File: config.mk
export PLATFORM = sky130hd
export DESIGN_NAME = pipeline_hazard_ctrl
export DESIGN_NICKNAME = d
export VERILOG_FILES = /design/src/rtl/pipeline_hazard_ctrl_pkg.sv /design/src/rtl/pipeline_hazard_ctrl_muldiv_busy_tracker.sv /design/src/rtl/pipeline_hazard_ctrl.sv
export SDC_FILE = /design/constraint.sdc
export NUM_CORES = 1
export LEC_CHECK = 0
export CAP_MARGIN = 10
export CORE_ASPECT_RATIO = 1.1
export CORE_UTILIZATION = 40
export DETAILED_ROUTE_END_ITERATION = 7
export PLACE_DENSITY = 0.68
export SYNTH_ARGS = -nofsm -noshare
export SYNTH_HDL_FRONTEND = slang
export SYNTH_SLANG_ARGS = --single-unit
File: constraint.sdc
create_clock -name clock -period 2.2 [get_ports clock]
set_input_delay 0.33 -clock clock [delete_from_list [all_inputs] [get_ports clock]]
set_output_delay 0.33 -clock clock [all_outputs]
set_load 0.03 [all_outputs]
File: src/rtl/pipeline_hazard_ctrl_pkg.sv
// Shared types, constants and helpers for the pipeline stall/flush sequencer.
package pipeline_hazard_ctrl_pkg;

    localparam int unsigned DEF_REG_W      = 5;
    localparam int unsigned DEF_MULDIV_LAT = 32;
    localparam int unsigned DEF_CNT_W      = 6;
    localparam int unsigned PERF_W         = 32;
    localparam int unsigned REG_ZERO       = 0;

    typedef enum logic {
        M_IDLE = 1'b0,
        M_BUSY = 1'b1
    } muldiv_state_e;

    typedef struct packed {
        logic pc_write;
        logic ifid_write;
        logic ifid_flush;
        logic idex_write;
        logic idex_flush;
        logic exmem_write;
    } stage_ctrl_t;

    localparam stage_ctrl_t CTRL_NORMAL = '{1'b1, 1'b1, 1'b0, 1'b1, 1'b0, 1'b1};
    localparam stage_ctrl_t CTRL_STALL  = '{1'b0, 1'b0, 1'b0, 1'b1, 1'b1, 1'b1};
    localparam stage_ctrl_t CTRL_BRANCH = '{1'b1, 1'b1, 1'b1, 1'b1, 1'b1, 1'b1};
    localparam stage_ctrl_t CTRL_FREEZE = '{1'b0, 1'b0, 1'b0, 1'b0, 1'b0, 1'b0};
    // Bubbles are loaded into IF/ID and ID/EX while the pipeline is held in reset.
    localparam stage_ctrl_t CTRL_RESET  = '{1'b0, 1'b0, 1'b1, 1'b0, 1'b1, 1'b0};

    function automatic logic [PERF_W-1:0] sat_inc(input logic [PERF_W-1:0] v,
                                                  input logic              en);
        return (en && (v != '1)) ? v + PERF_W'(1) : v;
    endfunction

endpackage

File: src/rtl/pipeline_hazard_ctrl_muldiv_busy_tracker.sv
// Tracks HI/LO occupancy: busy for exactly MULDIV_LAT cycles after a MULT/DIV issues.
module muldiv_busy_tracker
    import pipeline_hazard_ctrl_pkg::*;
#(
    parameter int unsigned MULDIV_LAT = DEF_MULDIV_LAT,
    parameter int unsigned CNT_W      = DEF_CNT_W
) (
    input  logic clock,
    input  logic reset,
    input  logic issue_i,
    output logic busy_o
);

    muldiv_state_e    state_q, state_d;
    logic [CNT_W-1:0] cnt_q, cnt_d;

    always_ff @(posedge clock) begin
        if (reset) begin
            state_q <= M_IDLE;
            cnt_q   <= '0;
        end else begin
            state_q <= state_d;
            cnt_q   <= cnt_d;
        end
    end

    // Counter runs unconditionally in M_BUSY so memory freezes do not extend occupancy.
    always_comb begin
        state_d = state_q;
        cnt_d   = cnt_q;
        case (state_q)
            M_IDLE: begin
                if (issue_i) begin
                    state_d = M_BUSY;
                    cnt_d   = CNT_W'(MULDIV_LAT - 1);
                end
            end
            M_BUSY: begin
                if (cnt_q == '0) begin
                    state_d = M_IDLE;
                end else begin
                    cnt_d = cnt_q - CNT_W'(1);
                end
            end
            default: begin
                state_d = M_IDLE;
                cnt_d   = '0;
            end
        endcase
    end

    assign busy_o = (state_q == M_BUSY);

endmodule

File: src/rtl/pipeline_hazard_ctrl.sv
// Central stall/flush sequencer for the 5-stage pipeline with saturating perf counters.
module pipeline_hazard_ctrl
    import pipeline_hazard_ctrl_pkg::*;
#(
    parameter int unsigned REG_W      = DEF_REG_W,
    parameter int unsigned MULDIV_LAT = DEF_MULDIV_LAT,
    parameter int unsigned CNT_W      = DEF_CNT_W
) (
    input  logic              clock,
    input  logic              reset,
    input  logic [REG_W-1:0]  id_rs,
    input  logic [REG_W-1:0]  id_rt,
    input  logic              id_uses_rs,
    input  logic              id_uses_rt,
    input  logic              id_muldiv,
    input  logic              id_reads_hilo,
    input  logic              ex_mem_read,
    input  logic [REG_W-1:0]  ex_rd,
    input  logic              ex_branch_taken,
    input  logic              mem_req,
    input  logic              mem_ready,
    output logic              pc_write,
    output logic              ifid_write,
    output logic              ifid_flush,
    output logic              idex_write,
    output logic              idex_flush,
    output logic              exmem_write,
    output logic              muldiv_busy,
    output logic [PERF_W-1:0] stall_cycles,
    output logic [PERF_W-1:0] flush_events
);

    logic        freeze, branch, loaduse, hilo_hz, stall, issue;
    stage_ctrl_t ctrl;

    logic [PERF_W-1:0] stall_cycles_q, stall_cycles_d;
    logic [PERF_W-1:0] flush_events_q, flush_events_d;

    assign freeze  = mem_req & ~mem_ready;
    assign branch  = ex_branch_taken & ~freeze;
    // $zero as a load destination never carries a value, so it cannot create a hazard.
    assign loaduse = ex_mem_read & (ex_rd != REG_W'(REG_ZERO)) &
                     ((id_uses_rs & (id_rs == ex_rd)) | (id_uses_rt & (id_rt == ex_rd)));
    assign hilo_hz = muldiv_busy & (id_reads_hilo | id_muldiv);
    assign stall   = (loaduse | hilo_hz) & ~branch & ~freeze;
    assign issue   = id_muldiv & ~stall & ~branch & ~freeze;

    muldiv_busy_tracker #(
        .MULDIV_LAT (MULDIV_LAT),
        .CNT_W      (CNT_W)
    ) u_muldiv_busy_tracker (
        .clock   (clock),
        .reset   (reset),
        .issue_i (issue),
        .busy_o  (muldiv_busy)
    );

    // Priority: reset > freeze > branch > stall > normal.
    always_comb begin
        ctrl = CTRL_NORMAL;
        if (reset) begin
            ctrl = CTRL_RESET;
        end else if (freeze) begin
            ctrl = CTRL_FREEZE;
        end else if (branch) begin
            ctrl = CTRL_BRANCH;
        end else if (stall) begin
            ctrl = CTRL_STALL;
        end
    end

    assign pc_write    = ctrl.pc_write;
    assign ifid_write  = ctrl.ifid_write;
    assign ifid_flush  = ctrl.ifid_flush;
    assign idex_write  = ctrl.idex_write;
    assign idex_flush  = ctrl.idex_flush;
    assign exmem_write = ctrl.exmem_write;

    always_comb begin
        stall_cycles_d = sat_inc(stall_cycles_q, stall | freeze);
        flush_events_d = sat_inc(flush_events_q, branch);
    end

    always_ff @(posedge clock) begin
        if (reset) begin
            stall_cycles_q <= '0;
            flush_events_q <= '0;
        end else begin
            stall_cycles_q <= stall_cycles_d;
            flush_events_q <= flush_events_d;
        end
    end

    assign stall_cycles = stall_cycles_q;
    assign flush_events = flush_events_q;

endmodule

Word-level counts from Yosys, hierarchy flattened --
Cells that the tools add are included. W data, S select, Z words.
Storage, ports and cells: register bits 71, input bits 25, output and inout bits 71, word-level logic and storage cells 49
Cells by class: add/subtract/negate cells 3, equal/unequal tests 6, muxes and demuxes 10, bitwise operators 21, reductions and logical operators 5
Operators with widths (number):
- $add A32 B1 Y32 const B | 2
- $ne A32 B32 Y1 const B | 2
- $mux W6 | 6
- $and A1 B1 Y1 | 12
- $pmux W6 S2 | 1
- $eq A5 B5 Y1 | 2
- $logic_not A6 Y1 | 1
- $sub A6 B1 Y6 const B | 1
- $not A1 Y1 | 5
- $reduce_bool A5 Y1 | 1
- $ne A2 B2 Y1 const B | 2
- $or A1 B1 Y1 | 4
- $logic_and A1 B1 Y1 | 2
- $mux W1 | 2
- $pmux W1 S2 | 1
- $reduce_and A2 Y1 | 1

Depth between registers and ports, before layout --
Gate-level depths: netlist (run 1).
word-level depth 13, gate-level depth with buffers 9, depth with buffers taken out 7

Hierarchy --
Synthesis (run 1) repeated with hierarchy kept, for this count alone.
Second synthesis, totals: cell total of the unflattened synthesis 464, area, all modules 3854.9 um^2
By module, submodules not included:
- pipeline_hazard_ctrl | times used 1, cells an instance 420, area an instance 3435.8 um^2
- muldiv_busy_tracker | times used 1, cells an instance 44, area an instance 419.2 um^2

Worst setup path before layout (run 1) --
No wires, ideal clock.
path kind input -> output, start input reset, end output pc_write, arrival 1850 ps, path slack 20 ps, stages 5, cells stage by stage clkbuf_1 clkbuf_1 nor2_1 o21a_1 buf_4
Between the ends: cells in the longest elaborated chain, start to end 1
RTL lines:
- start, declared | RTL line pipeline_hazard_ctrl.sv:10 | input logic reset,
- $mux W6 | RTL line pipeline_hazard_ctrl.sv:61 | if (reset) begin
- end, declared | RTL line pipeline_hazard_ctrl.sv:22 | output logic pc_write,
No other way between the ends.

Final worst setup path (run 1) --
start input ex_rd[2], end output ifid_write
Between the ends: cells in the longest elaborated chain, start to end 11, elaborated cells on any way between the ends 15, classes of those cells 2 x eq/ne; 4 x mux; 8 x bitwise; 1 x reduce/logical
RTL lines:
- start, declared | RTL line pipeline_hazard_ctrl.sv:18 | input logic [REG_W-1:0] ex_rd,
- $eq A5 B5 Y1 | RTL line pipeline_hazard_ctrl.sv:43 | ((id_uses_rs & (id_rs == ex_rd)) | (id_uses_rt & (id_rt == ex_rd)));
- $and A1 B1 Y1 | RTL line pipeline_hazard_ctrl.sv:43
- $or A1 B1 Y1 | RTL line pipeline_hazard_ctrl.sv:43
- $and A1 B1 Y1 (*) | RTL line pipeline_hazard_ctrl.sv:42 | assign loaduse = ex_mem_read & (ex_rd != REG_W'(REG_ZERO)) &
- $or A1 B1 Y1 (*) | RTL line pipeline_hazard_ctrl.sv:45 | assign stall = (loaduse | hilo_hz) & ~branch & ~freeze;
- $and A1 B1 Y1 (*) (2 in series) | RTL line pipeline_hazard_ctrl.sv:45
- $mux W6 (*) | RTL line pipeline_hazard_ctrl.sv:67 | end else if (stall) begin
- $mux W6 (*) | RTL line pipeline_hazard_ctrl.sv:65 | end else if (branch) begin
- $mux W6 (*) | RTL line pipeline_hazard_ctrl.sv:63 | end else if (freeze) begin
- $mux W6 (*) | RTL line pipeline_hazard_ctrl.sv:61
- end, declared | RTL line pipeline_hazard_ctrl.sv:23 | output logic ifid_write,
Every way passes the cells marked *; elsewhere a longest branch is shown, timed or not.

==> results of run 1 <==
[cell families after synthesis]
logic type	count (synthesis)	share of synthesized area
flip-flops	71	0.3861
adder cells (fa/ha/maj)	3	0.01020
AND/OR/NAND/NOR	210	0.3151
AO/OA/AOI/OAI	75	0.1302
buffers and inverters	33	0.04453
multiplexers	4	0.01156
XOR/XNOR	43	0.1023
[cells in the final DEF (no fill, tap or decap), types with 4 or more instances in the layout]
| cell type | n |
|---|---|
| sky130_fd_sc_hd__o21ai_0 | 19 |
| sky130_fd_sc_hd__nand3_1 | 29 |
| sky130_fd_sc_hd__nand2_1 | 19 |
| sky130_fd_sc_hd__and2_1 | 4 |
| sky130_fd_sc_hd__or3_1 | 19 |
| sky130_fd_sc_hd__xnor2_1 | 13 |
| sky130_fd_sc_hd__dfxtp_1 | 71 |
| sky130_fd_sc_hd__or4_1 | 9 |
| sky130_fd_sc_hd__o31ai_1 | 9 |
| sky130_fd_sc_hd__nand4_1 | 31 |
| sky130_fd_sc_hd__clkdlybuf4s50_1 | 79 |
| sky130_fd_sc_hd__nor2_1 | 49 |
| sky130_fd_sc_hd__xor2_1 | 30 |
| sky130_fd_sc_hd__clkbuf_8 | 9 |
| sky130_fd_sc_hd__nor3_1 | 8 |
| sky130_fd_sc_hd__a21oi_1 | 29 |
| sky130_fd_sc_hd__and4_1 | 9 |
| sky130_fd_sc_hd__buf_4 | 45 |
| sky130_fd_sc_hd__inv_1 | 8 |
| sky130_fd_sc_hd__and3_1 | 13 |
| sky130_fd_sc_hd__nor3b_1 | 5 |
| sky130_fd_sc_hd__dlymetal6s2s_1 | 7 |
[worst reg2reg max path: stages, from the launching register on]
cell	delay (ns)
sky130_fd_sc_hd__dfxtp_1	0.45
sky130_fd_sc_hd__nand4_1	0.17
sky130_fd_sc_hd__nor3_2	0.28
sky130_fd_sc_hd__and4_1	0.35
sky130_fd_sc_hd__nor4b_1	0.31
sky130_fd_sc_hd__mux2_2	0.37
[metrics by stage]
stage | TNS [ns] | worst slack, ns | power (uW) | cells
after detailed placement | -10.47 | -0.6948 | 1681 | 669
final | 0 | 0.08127 | 2780 | 685
after CTS | 0 | 0.009150 | 2802 | 684
after global placement | -9.149 | -0.6394 | 1672 | 669
after global routing | 0 | 0.01533 | 2893 | 685
after floorplan | 0 | 0.01963 | 1525 | 439
[path summary, 6_finish.rpt]
check / from / end / slack (ns) / cells after the start
worst max-delay path: ex_rd[2] / ifid_write / 0.08 / 7
worst min-delay path: reset / stall_cycles[17] / 0.47 / 3
worst max register to register: stall_cycles[6] / stall_cycles[26] / 0.15 / 5
worst min register to register: stall_cycles[18] / stall_cycles[18] / 0.50 / 2
[flip-flops by register name, summed over array words and instances (netlist names)]
register	cells
stall_cycles	32
flush_events	32
u_muldiv_busy_tracker.busy_o	1
u_muldiv_busy_tracker.cnt_q	6
[synthesized netlist by cell type, types with 2 or more instances]
library cell                 n
sky130_fd_sc_hd__nor2b_1     3
sky130_fd_sc_hd__inv_1       8
sky130_fd_sc_hd__nor3b_1     5
sky130_fd_sc_hd__buf_4       4
sky130_fd_sc_hd__nor3_1      9
sky130_fd_sc_hd__xor2_1     30
sky130_fd_sc_hd__dfxtp_1    71
sky130_fd_sc_hd__and4_1      9
sky130_fd_sc_hd__nor2_1     49
sky130_fd_sc_hd__ha_1        3
sky130_fd_sc_hd__and3_1     13
sky130_fd_sc_hd__o31ai_1     9
sky130_fd_sc_hd__a21o_1      2
sky130_fd_sc_hd__nand3_1    29
sky130_fd_sc_hd__and2_1      4
sky130_fd_sc_hd__a21oi_1    30
sky130_fd_sc_hd__or3_1      19
sky130_fd_sc_hd__nand2_1    20
sky130_fd_sc_hd__mux2_2      2
sky130_fd_sc_hd__buf_2       2
sky130_fd_sc_hd__nand4_1    31
sky130_fd_sc_hd__clkbuf_1   15
sky130_fd_sc_hd__buf_6       3
sky130_fd_sc_hd__or4_1      10
sky130_fd_sc_hd__o21ai_0    19
sky130_fd_sc_hd__o21bai_1    2
sky130_fd_sc_hd__xnor2_1    13
sky130_fd_sc_hd__a2111oi_2   2
sky130_fd_sc_hd__o21ai_2     3
sky130_fd_sc_hd__a21boi_0    2
sky130_fd_sc_hd__nor4_1      2
sky130_fd_sc_hd__mux2i_1     2
[power by group]
group	switching, uW	total [uW]	internal [uW]
clock	491	1130	637
sequential	17.2	1320	1300
combinational	170	331	162
total	678	2780	2100
[per-layer routing]
| metal | vias up | share of wire |
|---|---|---|
| li1 | 1855 | - |
| met1 | 1722 | 0.45 |
| met2 | 92 | 0.48 |
| met3 | 14 | 0.057 |
| met4 | 0 | 0.017 |
| met5 | - | 0 |
[cell type report]
| type | instances | share of cell area |
|---|---|---|
| clock inverter | 4 | 0.01339 |
| timing repair buffer | 140 | 0.2499 |
| clock buffer | 12 | 0.02583 |
| multi-input combinational | 335 | 0.4055 |
| inverter | 9 | 0.006456 |
| sequential | 71 | 0.2716 |
| tap | 114 | 0.02726 |
[repair_timing]
action | in CTS | in global routing
endpoints found under the setup margin | 4 | 15
buffers inserted | 0 | 1
pin swaps | 4 | 6
gates resized for setup | 17 | 11
gates cloned | 0 | 0
==> summary.md, run 1 <==
The final standard cell area without fillers is 5233 um2. The run finished with clean final reports. The tools report the count of clock tree sinks as 71.

The path class of the tightest hold or removal check is input port to flip-flop. For the instance count of the mapped netlist, the log shows 439. Summed over all cells, the static leakage comes to 0.001913 uW.

The final layout contains 594 nets. After detailed routing, the number of remaining DRC violations is 0. The layer flagged by global routing as most heavily used is met2. The shortest period the worst path allows is 2.119 ns, and the clock slew seen by the registers of the worst setup and hold paths is 0.07 ns.

Pin count of the biggest net entering global routing: 39. Summing over every cut layer, the via total after detailed routing is 3683. The die span in x is 93.47 um, and the number of antenna violations at the first check in global routing is 0. The logs give 0.5867 for the core occupancy in the finished layout and 96 for the number of ports placed on the die boundary.

The tools report the signal arrival time at the worst endpoint as 1.79 ns. Port buffering added 95 buffers. STA classifies the critical path endpoint as an output pin. The met1 capacity usage during global routing was 0.2483. The via count of the first global-routing pass was 3535; the routed wire length was 9.463 mm. TritonCTS built the clock tree.

The cell with the largest stage delay on the worst path was sky130_fd_sc_hd__or4_4. The count of endpoints failing hold in the final timing report came out at 0. The run gives 0.3665 as the routing usage on met2. The run gives 0.2108 as the global-route total usage across every layer. The largest fanout of any net on the critical path was 2; the share of the synthesized area in the top cell type was 0.3861. For the number of max-cap violations, the log shows 0. Once placement finished, the instance area stood at 4982 um2.

The tools report the master cell of the clock root buffer as sky130_fd_sc_hd__clkbuf_8. Traced cell by cell, the critical path runs through clkdlybuf4s15_1 > or4_4 > o21ai_2 > inv_2 > a21boi_4 > o21a_1 > buf_6. The number of synthesized register bits works out to 71.

VDD sags by at most 0.3955 mV. The final period utilization came out at 0.9631. On the critical path the largest part of the delay comes from simple AND/OR/NAND/NOR gates. The logs give 0 for the remaining global-route overflow and 0 for the antenna diode count. For the pin with the worst max-slew slack, the measured transition is 0.4138 ns. Fill cells in the final layout number 834.

The logs give 0 for the cts-stage hold buffer count and 2122 um2 for the combined area of the multi-input logic cells. Dividing the detail-routed via count by the number of cells gives 5.377. The required time at the endpoint of the critical path was 1.87 ns; the first-pass iteration count of the detailed router was 4. The type of the worst setup path is input port to output pin. Synthesis instantiated 46 different standard cells from the library. Proportion of synthesized chip area in sequential cells: 0.3861. Dividing the detail-routed wire length by the instance count gives 13.81 um. In this run the remaining antenna-violating nets after routing total 0. The post-synthesis cell type with the largest combined area was sky130_fd_sc_hd__dfxtp_1. The run gives 2 as the maximum root-to-sink buffer count. Setup violations remaining at the end of the flow were counted as 0. The die covers 9590 um2. Setup repair after global routing left no endpoint under its margin. The run gives 0.7935 as the global placer's final weighted congestion. The relative max-transition margin is 0.7241, and the areal power density over the cells is 531.2 nW/um2.

The initial core utilization was 0.4127; the clock latency at the later pin of the worst-skew pair was 0.35 ns. The floorplan has 36 rows. For the number of warnings reported in the yosys synthesis log, the log shows 0.

The share of synthesized registers carrying an async set or reset is 0. The register area is 1421 um2, and the share of cells above drive strength 1 is 0.1471. The per-instance average area after synthesis came out at 8.385 um2. By area the synthesized netlist is led by sky130_fd_sc_hd__dfxtp_1 39%, sky130_fd_sc_hd__xor2_1 7.1%, sky130_fd_sc_hd__nand4_1 5.3%. The first routing iteration left 75 violations. The most used flip-flop cell after synthesis is sky130_fd_sc_hd__dfxtp_1.

Hold is met by 0.4656 ns. The run gives 8919 um2 as the floorplan core area. STA classifies the critical path startpoint as an input port.

From bottom edge to top edge, the die measures 102.6 um. The first global-routing pass estimated 16.08 mm of wire. The buffer and inverter count on the worst path was 3. For the netlist area before placement, the log shows 3681 um2. The total number of H-tree levels was 3; the delay of the slowest critical-path stage was 0.54 ns. Maximum clock skew at final layout: 0.01113 ns. The area growth from synthesis to layout works out to 42.15%. The HPWL after detailed placement came out at 6.894 mm. TritonCTS created 9 clock buffers. The met3 track demand over resource came out at 0.05088.

Number of flops mapped to enable cells by yosys: 0. For the synthesized net count, the log shows 467. Derived from the worst setup path, the maximum achievable clock frequency is 472.0 MHz. The run gives 0 as the max-slew violation count.
Power figures use the tool's default switching activity.
==> run 2, diff against run 1 <==
- RECOVER_POWER: not set -> 100
==> run 2 against run 1 <==
Effect of this change: combinational power down 4%; die area did not move; non-clock buffer count unchanged; fmax rose by 0.11%; clock skew down 0.00086 ns; register-to-register slack is essentially flat; via count increased by 0.43%; final cell count is the same; wire length shrank 0.21%; critical endpoint unchanged; largest power group unchanged.
==> summary.md, run 2 (synthesized netlist as in run 1, its figures left out) <==
The die boundary height was 102.6 um (unchanged). The required time at the endpoint of the critical path was 1.87 ns (about the same); the met3 layer wire length in the routed design was 535 um (was 541 um). The first-pass GRT wire length is 16.08 mm (unchanged), and the number of ports placed on the die boundary is 96 (unchanged).

The number of max-cap violations came out at 0 (unchanged). For the first-pass iteration count of the detailed router, the log shows 6 (was 4). The number of buffers created by CTS is 9 (unchanged). Top library cells by usage in the layout, fill and taps aside: 71 x sky130_fd_sc_hd__dfxtp_1, 64 x sky130_fd_sc_hd__dlygate4sd3_1, 50 x sky130_fd_sc_hd__nor2_1 (was 79 x sky130_fd_sc_hd__clkdlybuf4s50_1, 71 x sky130_fd_sc_hd__dfxtp_1, 49 x sky130_fd_sc_hd__nor2_1).

The logs give 2763 uW (was 2780 uW) for the post-route total power and 0.15 ns (about the same) for the worst reg-to-reg setup slack. The logs give 4982 um2 (unchanged) for the post-placement cell area and -0.6948 ns (unchanged) for the post-placement setup slack. The slew at the pin with the worst max-slew slack was 0.4158 ns (was 0.4138 ns). Hold path endpoint: stall_cycles[17] (unchanged). The run finished with clean final reports. Clock latency at the later pin of the worst-skew pair: 0.35 ns (about the same). The endpoint kind of the worst setup timing path was an output pin (unchanged). The tools report the count of clock tree sinks as 71 (unchanged). The mean routed wirelength per cell was 13.79 um (was 13.81 um); the floorplan core area was 8919 um2 (unchanged). The average vias per placed instance was 5.400 (was 5.377). The commonest non-fill, non-tap cell in the layout is sky130_fd_sc_hd__dfxtp_1 (was sky130_fd_sc_hd__clkdlybuf4s50_1). The overall die area was 9590 um2 (unchanged).

Critical hold path startpoint: reset (unchanged). The tools report the startpoint of the worst register-to-register path as stall_cycles[6] (unchanged). The logs give 0.002101 uW (was 0.001913 uW) for the leakage component of the power and 4.562 mm (was 4.549 mm) for the detailed-routed wire length on met2. The pin count of the biggest net entering global routing is 39 (unchanged), and the max-slew violation count is 0 (unchanged). The areal power density over the cells is 532.2 nW/um2 (was 531.2 nW/um2), and the number of antenna violations at the first check in global routing is 0 (unchanged). Relative max-transition margin: 0.7228 (was 0.7241). Die span in x: 93.47 um (unchanged).

For the total number of H-tree levels, the log shows 3 (unchanged). The signal arrival time at the worst endpoint was 1.79 ns (about the same); the total of buffers placed on input and output ports was 95 (unchanged). The buffer and inverter count on the worst path is 3 (unchanged), and the maximum frequency from static timing analysis is 472.5 MHz (was 472.0 MHz). For the HPWL after detailed placement, the log shows 6.894 mm (unchanged). Cells along the critical path: clkdlybuf4s15_1 > or4_4 > o21ai_2 > inv_2 > a21boi_4 > o21a_1 > buf_6 (unchanged). The total number of nets in the final design came out at 594 (unchanged). The path type of the worst min-delay path is input port to flip-flop (unchanged).

TritonCTS built the clock tree. The worst hold path depth works out to 3 (unchanged). The run gives 840 (was 834) as the filler cell count.

The count of unresolved DRC violations after routing was 0 (unchanged). The endpoint of the most critical register-to-register path is stall_cycles[26] (unchanged). The count of endpoints failing hold in the final timing report is 0 (unchanged).

The share of cells above drive strength 1 came out at 0.1384 (was 0.1471). The maximum vdd ir drop is 0.3943 mV (was 0.3955 mV), and the via count of the first global-routing pass is 3535 (unchanged). The met1 wire length was 4.191 mm (was 4.215 mm). The remaining global-route overflow came out at 0 (unchanged).

For the global-route total usage across every layer, the log shows 0.2108 (unchanged). Routed wire length: 9.443 mm (was 9.463 mm). Setup repair after global routing left no endpoint under its margin. The maximum clock skew at final layout was 0.01026 ns (was 0.01113 ns); the initial core utilization was 0.4127 (unchanged). For the remaining number of nets flagged by the antenna check after routing, the log shows 0 (unchanged). The top metal layer carrying routed signals is met4 (unchanged). For the total via count after detailed routing, the log shows 3699 (was 3683).

The tools report the master cell of the clock root buffer as sky130_fd_sc_hd__clkbuf_8 (unchanged). The global placer's final weighted congestion was 0.7935 (unchanged); the maximum root-to-sink buffer count was 2 (unchanged). The area growth from synthesis to layout is 41.06% (was 42.15%). The shortest period the worst path allows came out at 2.116 ns (was 2.119 ns). Final period utilization: 0.9620 (was 0.9631). The largest fanout of any net on the critical path was 2 (unchanged); the final count of negative-setup-slack endpoints was 0 (unchanged). The tools report the type of origin of the critical path as an input port (unchanged). The starting DRC count in detailed routing is 77 (was 75). For the number of standard-cell rows in the floorplan, the log shows 36 (unchanged).

The family with the most delay on the worst path is simple AND/OR/NAND/NOR gates (unchanged). The clock slew seen by the registers of the worst setup and hold paths is 0.07 ns (about the same), and the final standard cell area without fillers is 5192 um2 (was 5233 um2). The type of the worst setup path is input port to output pin (unchanged). Logic depth of the worst register-to-register path: 5 (unchanged). The delay of the slowest critical-path stage was 0.54 ns (about the same).

The worst-case setup margin in the final layout is 0.08362 ns (was 0.08127 ns), and the antenna diode count is 0 (unchanged). The cell with the largest stage delay on the worst path was sky130_fd_sc_hd__or4_4 (unchanged).
run 2: cell count changes in the layout (fill, tap and decap cells not counted):
cell                              change
sky130_fd_sc_hd__clkbuf_4             +1
sky130_fd_sc_hd__clkbuf_1             +4
sky130_fd_sc_hd__a2111oi_2            -2
sky130_fd_sc_hd__buf_4                -3
sky130_fd_sc_hd__nor2_2               -1
sky130_fd_sc_hd__clkdlybuf4s50_1     -64
sky130_fd_sc_hd__dlymetal6s2s_1       -2
sky130_fd_sc_hd__dlygate4sd3_1       +64
sky130_fd_sc_hd__a2111oi_0            +2
sky130_fd_sc_hd__nor2_1               +1
run 2: tightest hold or removal path, cell delays in order:
cell                      delay (ns)
sky130_fd_sc_hd__buf_2          0.14
sky130_fd_sc_hd__buf_4          0.25
sky130_fd_sc_hd__a21oi_2        0.04
run 2: worst max-delay path by stage:
| stage | to | cells after the start | from |
|---|---|---|---|
| after floorplan | pc_write | 5 | reset |
| after global placement | idex_flush | 8 | ex_rd[1] |
| after detailed placement | idex_flush | 8 | ex_rd[1] |
| after CTS | ifid_write | 7 | ex_rd[2] |
| after global routing | pc_write | 7 | ex_rd[2] |
| final | ifid_write | 7 | ex_rd[2] |
run 2: final cells by class:
type                       count  area [um2]  area share
inverter                       9       33.78    0.006506
multi-input combinational    335        2107      0.4058
timing repair buffer         140        1282      0.2470
sequential                    71        1421      0.2737
clock buffer                  12       135.1     0.02602
clock inverter                 4       70.07     0.01349
tap                          114       142.6     0.02747
run 2: metal layers:
| layer | global-route usage | vias up |
|---|---|---|
| li1 | - | 1857 |
| met1 | 0.2483 | 1737 |
| met2 | 0.3665 | 90 |
| met3 | 0.05088 | 15 |
| met4 | 0.09112 | 0 |
| met5 | 0 | - |
run 2: stage by stage:
stage          cells  utilization  setup TNS, ns  hold WS [ns]
2_1_floorplan    439            -              0        0.4599
3_3_place_gp     669       0.5586         -9.149        0.4806
3_5_place_dp     669       0.5586         -10.47        0.4885
4_1_cts          684       0.5818              0        0.4602
5_1_grt          685       0.5822              0        0.4785
6_report         685       0.5822              0        0.4601
run 2: power breakdown:
part / internal (uW) / switching, uW / total, uW
clock network: 637 / 489 / 1130
registers: 1300 / 17.2 / 1320
logic: 151 / 166 / 317
run 2: timing repair:
action / CTS / global route
hold buffers: 0 / 0
endpoints found under the hold margin: 0 / 0
setup buffers: 0 / 1
gates resized for setup: 17 / 11
gates cloned: 0 / 0
setup endpoints to repair: 4 / 15
pin swaps: 4 / 6
==> run 3, diff against run 2 <==
- ABC_CLOCK_PERIOD_IN_PS: not set -> 2200
- REMOVE_ABC_BUFFERS: not set -> 1
==> run 3 against run 2 <==
Effect of this change: sequential cell count unchanged; register-to-register slack gained 0.03 ns; core utilization fell by 0.77 points; die area unchanged; via count hardly changed; combinational power is essentially flat; clock power fell by 8%; first-iteration DRC count increased by 23%; fmax is 0.47% lower; power is 3.3% lower; critical path depth unchanged; critical endpoint is now pc_write; highest routed layer unchanged.
==> summary.md, run 3 (synthesized netlist as in run 1, its figures left out) <==
The flow ran to the end, and the final reports show no timing, DRC or antenna violations. The tools report the power share of the clock group as 0.388 (was 0.408). Required time at the endpoint of the critical path: 1.87 ns (about the same). The die span in x came out at 93.47 um (unchanged). For the total number of H-tree levels, the log shows 3 (unchanged). TritonCTS built the clock tree. The max-slew violation count was 0 (unchanged).

The net switching power of the design came out at 682.5 uW (was 672.3 uW). The switching share of power came out at 0.2553 (was 0.2433). The tools report the number of standard-cell rows in the floorplan as 36 (unchanged). The top metal layer carrying routed signals is met4 (unchanged). The routed wire length was 9.576 mm (was 9.443 mm); the post-route total power was 2673 uW (was 2763 uW). Top library cells by usage in the layout, fill and taps aside: 71 x sky130_fd_sc_hd__dfxtp_1, 65 x sky130_fd_sc_hd__dlygate4sd3_1, 50 x sky130_fd_sc_hd__nor2_1 (was 71 x sky130_fd_sc_hd__dfxtp_1, 64 x sky130_fd_sc_hd__dlygate4sd3_1, 50 x sky130_fd_sc_hd__nor2_1). The type of origin of the critical path was an input port (unchanged). The run gives 843 (was 840) as the filler cell count.

The initial core utilization is 0.4127 (unchanged), and the met1 wire length is 4.233 mm (was 4.191 mm). The starting DRC count in detailed routing is 95 (was 77). The die boundary height works out to 102.6 um (unchanged).

The total of buffers placed on input and output ports was 95 (unchanged). The antenna diode count was 0 (unchanged); the total number of nets in the final design was 589 (was 594). The via count of the first global-routing pass was 3438 (was 3535); the combined area of the multi-input logic cells was 2101 um2 (was 2107 um2). The total via count after detailed routing came out at 3701 (was 3699). Path type of the worst min-delay path: input port to flip-flop (unchanged). For the remaining global-route overflow, the log shows 0 (unchanged). The share of cells above drive strength 1 is 0.1277 (was 0.1384), and the clock latency at the later pin of the worst-skew pair is 0.35 ns (about the same).

The slew at the pin with the worst max-slew slack is 0.7506 ns (was 0.4158 ns). The logs give 0.2757 mV (was 0.3943 mV) for the maximum vdd ir drop and 71 (unchanged) for the count of clock tree sinks. The pin count of the biggest net entering global routing was 70 (was 39). The final period utilization is 0.9665 (was 0.9620), and the count of endpoints failing hold in the final timing report is 0 (unchanged). The post-placement cell count is 663 (was 669), and the register area is 1421 um2 (unchanged).

The HPWL after detailed placement was 6.928 mm (was 6.894 mm); the number of ports placed on the die boundary was 96 (unchanged). The global-route total usage across every layer came out at 0.2073 (was 0.2108). The accumulated negative setup slack is 0 ns (unchanged), and the number of buffers created by CTS is 9 (unchanged). The sequential share of power was 0.495 (was 0.478). The overall die area is 9590 um2 (unchanged).

The final instance count without filler cells was 678 (was 685); the post-route worst hold slack was 0.2440 ns (was 0.4601 ns). The relative max-transition margin came out at 0.4996 (was 0.7228). The largest fanout of any net on the critical path works out to 3 (was 2). Master cell of the clock root buffer: sky130_fd_sc_hd__clkbuf_8 (unchanged). The shortest period the worst path allows works out to 2.126 ns (was 2.116 ns). Setup repair after global routing left no endpoint under its margin. For the global placer's final weighted congestion, the log shows 0.7875 (was 0.7935). The floorplan core area came out at 8919 um2 (unchanged). The tools report the first-pass iteration count of the detailed router as 4 (was 6). For the cts-stage hold buffer count, the log shows 0 (unchanged). The first-pass GRT wire length is 15.66 mm (was 16.08 mm), and the final count of negative-setup-slack endpoints is 0 (unchanged). The areal power density over the cells came out at 521.7 nW/um2 (was 532.2 nW/um2). The endpoint kind of the worst setup timing path is an output pin (unchanged). Maximum frequency from static timing analysis: 470.3 MHz (was 472.5 MHz). The logs give 0 (unchanged) for the number of max-cap violations and 472 um (was 535 um) for the met3 layer wire length in the routed design.

The remaining number of nets flagged by the antenna check after routing was 0 (unchanged); the area growth from synthesis to layout was 39.19% (was 41.06%). For the internal power summed over all cells, the log shows 1990 uW (was 2091 uW). The type of the worst setup path is input port to output pin (unchanged). The run gives 1.80 ns (was 1.79 ns) as the signal arrival time at the worst endpoint. The core occupancy in the finished layout was 0.5745 (was 0.5822); the maximum clock skew at final layout was 0.007226 ns (was 0.01026 ns).

The number of antenna violations at the first check in global routing came out at 0 (unchanged). Clock slew seen by the registers of the worst setup and hold paths: 0.08 ns (was 0.07 ns). The mean routed wirelength per cell is 14.12 um (was 13.79 um).

The commonest non-fill, non-tap cell in the layout was sky130_fd_sc_hd__dfxtp_1 (unchanged). The count of unresolved DRC violations after routing is 0 (unchanged), and the average vias per placed instance is 5.459 (was 5.400). The leakage component of the power was 0.002027 uW (was 0.002101 uW).

The tools report the maximum root-to-sink buffer count as 2 (unchanged). The tools report the proportion of power drawn by combinational gates as 0.117 (was 0.115). Detailed-routed wire length on met2: 4.680 mm (was 4.562 mm).
-- run 3: final cells by class --
| class | count | area share |
|---|---|---|
| multi-input cells | 335 | 0.4100 |
| flip-flops and latches | 71 | 0.2774 |
| repair buffers | 135 | 0.2420 |
| well taps | 114 | 0.02784 |
| clock buffers | 10 | 0.02686 |
| clock inverters | 4 | 0.009280 |
| inverters | 9 | 0.006593 |
-- run 3: path summary, 6_finish.rpt --
| kind | startpoint | end | slack [ns] | depth (start not counted) |
|---|---|---|---|---|
| worst max register to register | stall_cycles[0] | stall_cycles[26] | 0.18 | 5 |
| worst min register to register | u_muldiv_busy_tracker.cnt_q[0] | u_muldiv_busy_tracker.cnt_q[0] | 0.51 | 2 |
| worst min-delay path | reset | u_muldiv_busy_tracker.busy_o | 0.24 | 2 |
| worst max-delay path | ex_rd[3] | pc_write | 0.07 | 7 |
-- run 3: repair_timing --
action                     in CTS  in global routing
resized for setup              15                  8
pin swaps                       4                  2
setup endpoints to repair       7                 15
buffers inserted                2                  0
-- run 3: power groups by stage --
stage / combinational, uW / clock [uW] / sequential, uW
final: 314 / 1040 / 1320
after global routing: 341 / 1130 / 1330
after CTS: 324 / 1060 / 1320
after detailed placement: 322 / 0 / 1350
after global placement: 313 / 0 / 1350
after floorplan: 127 / 0 / 1360
-- run 3: critical path: stages --
cell and delay, ns:
sky130_fd_sc_hd__clkdlybuf4s15_1 0.22, sky130_fd_sc_hd__or4_4 0.52, sky130_fd_sc_hd__o21ai_4 0.17, sky130_fd_sc_hd__inv_2 0.05
sky130_fd_sc_hd__a21boi_2 0.17, sky130_fd_sc_hd__o21a_1 0.19, sky130_fd_sc_hd__buf_6 0.15
-- run 3: metrics by stage --
stage / setup WS (ns) / area [um2]
after floorplan: -0.1126 / 3551
after global placement: -0.7133 / 4950
after detailed placement: -0.7113 / 4950
after CTS: 0.01211 / 5149
after global routing: 0.005403 / 5124
final: 0.07366 / 5124
-- run 3: layer usage --
layer,GRT usage,vias to the layer above
li1,-,1840
met5,0,-
met3,0.05015,17
met2,0.3614,80
met4,0.09822,0
met1,0.2403,1764
==> RTL change (settings of run 2) <==
Set the package constant `PERF_W` to 28 (it was 32).
--- a/src/rtl/pipeline_hazard_ctrl_pkg.sv
+++ b/src/rtl/pipeline_hazard_ctrl_pkg.sv
@@ -5,5 +5,5 @@
     localparam int unsigned DEF_MULDIV_LAT = 32;
     localparam int unsigned DEF_CNT_W      = 6;
-    localparam int unsigned PERF_W         = 32;
+    localparam int unsigned PERF_W         = 28;
     localparam int unsigned REG_ZERO       = 0;
 
Interface: changed (resized flush_events and stall_cycles); port bits go from 96 to 88. No check against the original RTL was run, so the function may have changed too.
==> RTL change against run 2 <==
Worst hold slack worse by 0.15 ns; via count shrank 9.2%; non-clock buffer count shrank 5; critical endpoint is now stall_cycles[1]$_SDFFE_PP0P_; worst setup slack lost 0.040 ns; final area decreased by 6.2%; sequential cell count decreased by 8; synthesized area shrank 12%; clock power fell by 24%; highest routed layer unchanged; total power down 14%; wire length is 7.6% lower; combinational power rose by 8.2%; largest cell class unchanged.
==> RTL change: results (changes against run 2) <==
Synth cell types 45 (-2.2%); status completed; Placed Instances 610 (-8.8%); adder-cell area share of the yosys netlist 0.0115 (+0.00134); top post-synthesis cells by area dfxtp_1, nor2_1, xor2_1; pin count of the biggest net entering global routing 62 (+59%); hold path cells 2 (-1); Seq/Total Area, Yosys 0.388 (+0.00141); Layout area overhead 49.6%; All-Layer GR Usage 0.203 (-0.00822); R2R cell count 10 (+5); WL met1 3.78 mm (-9.9%); max_slew headroom 0.557 (-0.166); clk_skew 0.0113 ns (+0.00108 ns); worst r2r src stall_cycles[1]$_SDFFE_PP0P_; layout cell share with drive strength beyond 1 0.196 (+0.0575); DR iter-0 viols 105 (+36%); VDD IR-drop max 0.398 mV (+1.0%); critical path arrival 2.35 ns (+0.56 ns); TritonRoute pass-1 iters 4 (-2); placed inst area 4490 µm² (-9.9%); worst reg-to-reg setup slack 0.04 ns (-0.11 ns); hold path endpoint u_muldiv_busy_tracker.cnt_q[1]$_SDFFE_PP0P_; GPL Wtd Cong 0.796 (+0.26%); wire per inst 13.8 µm (-0.14%); DR WL met2 4.39 mm (-3.8%)
[RTL change: cell count changes after synthesis, sizes merged, moves of 6 or more]
cell,run 2,this run
clkbuf,15,8
nor4,2,8
xor2,30,18
dfxtp,71,63
and4,9,3
nand4,31,18
[RTL change: critical path: stages, from the launching register on]
cell	delay, ns
dfxtp_4	0.36
ha_4	0.13
nand2_1	0.05
or4_4	0.52
nand2b_4	0.19
o221ai_4	0.21
buf_12	0.15
buf_6	0.10
buf_12	0.10
mux2i_1	0.17
nor2_1	0.05
[RTL change: layout make-up]
type                       instances  area (µm²)
fill                             740        3040
multi-input combinational        303        1940
timing repair buffer             135        1310
sequential                        63        1280
clock buffer                      11         141
tap                              108         135
inverter                          10        37.5
clock inverter                     4        22.5
[RTL change: how the worst max path moves through the flow]
stage,from,slack [ns],end,cells after the start
4_1_cts,id_rs[1],0.003,ifid_write,8
5_1_grt,stall_cycles[1]$_SDFFE_PP0P_,-0.03,stall_cycles[0]$_SDFFE_PP0P_,10
6_report,stall_cycles[1]$_SDFFE_PP0P_,0.04,stall_cycles[1]$_SDFFE_PP0P_,10
2_1_floorplan,stall_cycles[0]$_SDFFE_PP0P_,-0.20,stall_cycles[1]$_SDFFE_PP0P_,12
3_3_place_gp,ex_rd[1],-0.71,idex_flush,6
3_5_place_dp,ex_rd[1],-0.75,idex_flush,6
[RTL change: logic make-up after synthesis]
kind of cell               count (synthesis)
and+or+nand+nor                          189
buffers and inverters                     27
xor gates and xnor gates                  34
DFF                                       63
AOI/OAI and AO/OA                         69
adders and majority gates                  3
muxes                                      8
[RTL change: timing repair]
action | CTS | global route
pin swaps | 6 | 22
setup endpoints to repair | 20 | 21
setup buffers | 1 | 8
gates resized for setup | 19 | 35
gates cloned | 0 | 1
hold endpoints to repair | 0 | 0
[RTL change: through the flow]
step | util | hold slack, ns | setup WS [ns] | power, mW | setup TNS (ns)
finish | 0.615 | 0.314 | 0.0432 | 2.38 | 0
global route | 0.615 | 0.298 | -0.0293 | 2.50 | -0.140
CTS | 0.591 | 0.299 | 0.00287 | 2.38 | 0
detailed placement | 0.568 | 0.477 | -0.750 | 1.51 | -12.21
global placement | 0.568 | 0.477 | -0.712 | 1.51 | -11.56
floorplan | - | 0.461 | -0.199 | 1.37 | -3.09
[RTL change: power by group]
group	total (mW)	internal [mW]	switching (mW)
logic	0.343	0.173	0.170
registers	1.18	1.16	0.0197
clock network	0.864	0.428	0.436
[RTL change: metal layers]
| metal | track usage | vias to the layer above |
|---|---|---|
| met4 | 0.0555 | 0 |
| met2 | 0.352 | 74 |
| met1 | 0.238 | 1600 |
| met3 | 0.0589 | 6 |
| li1 | - | 1678 |
| met5 | 0 | - |
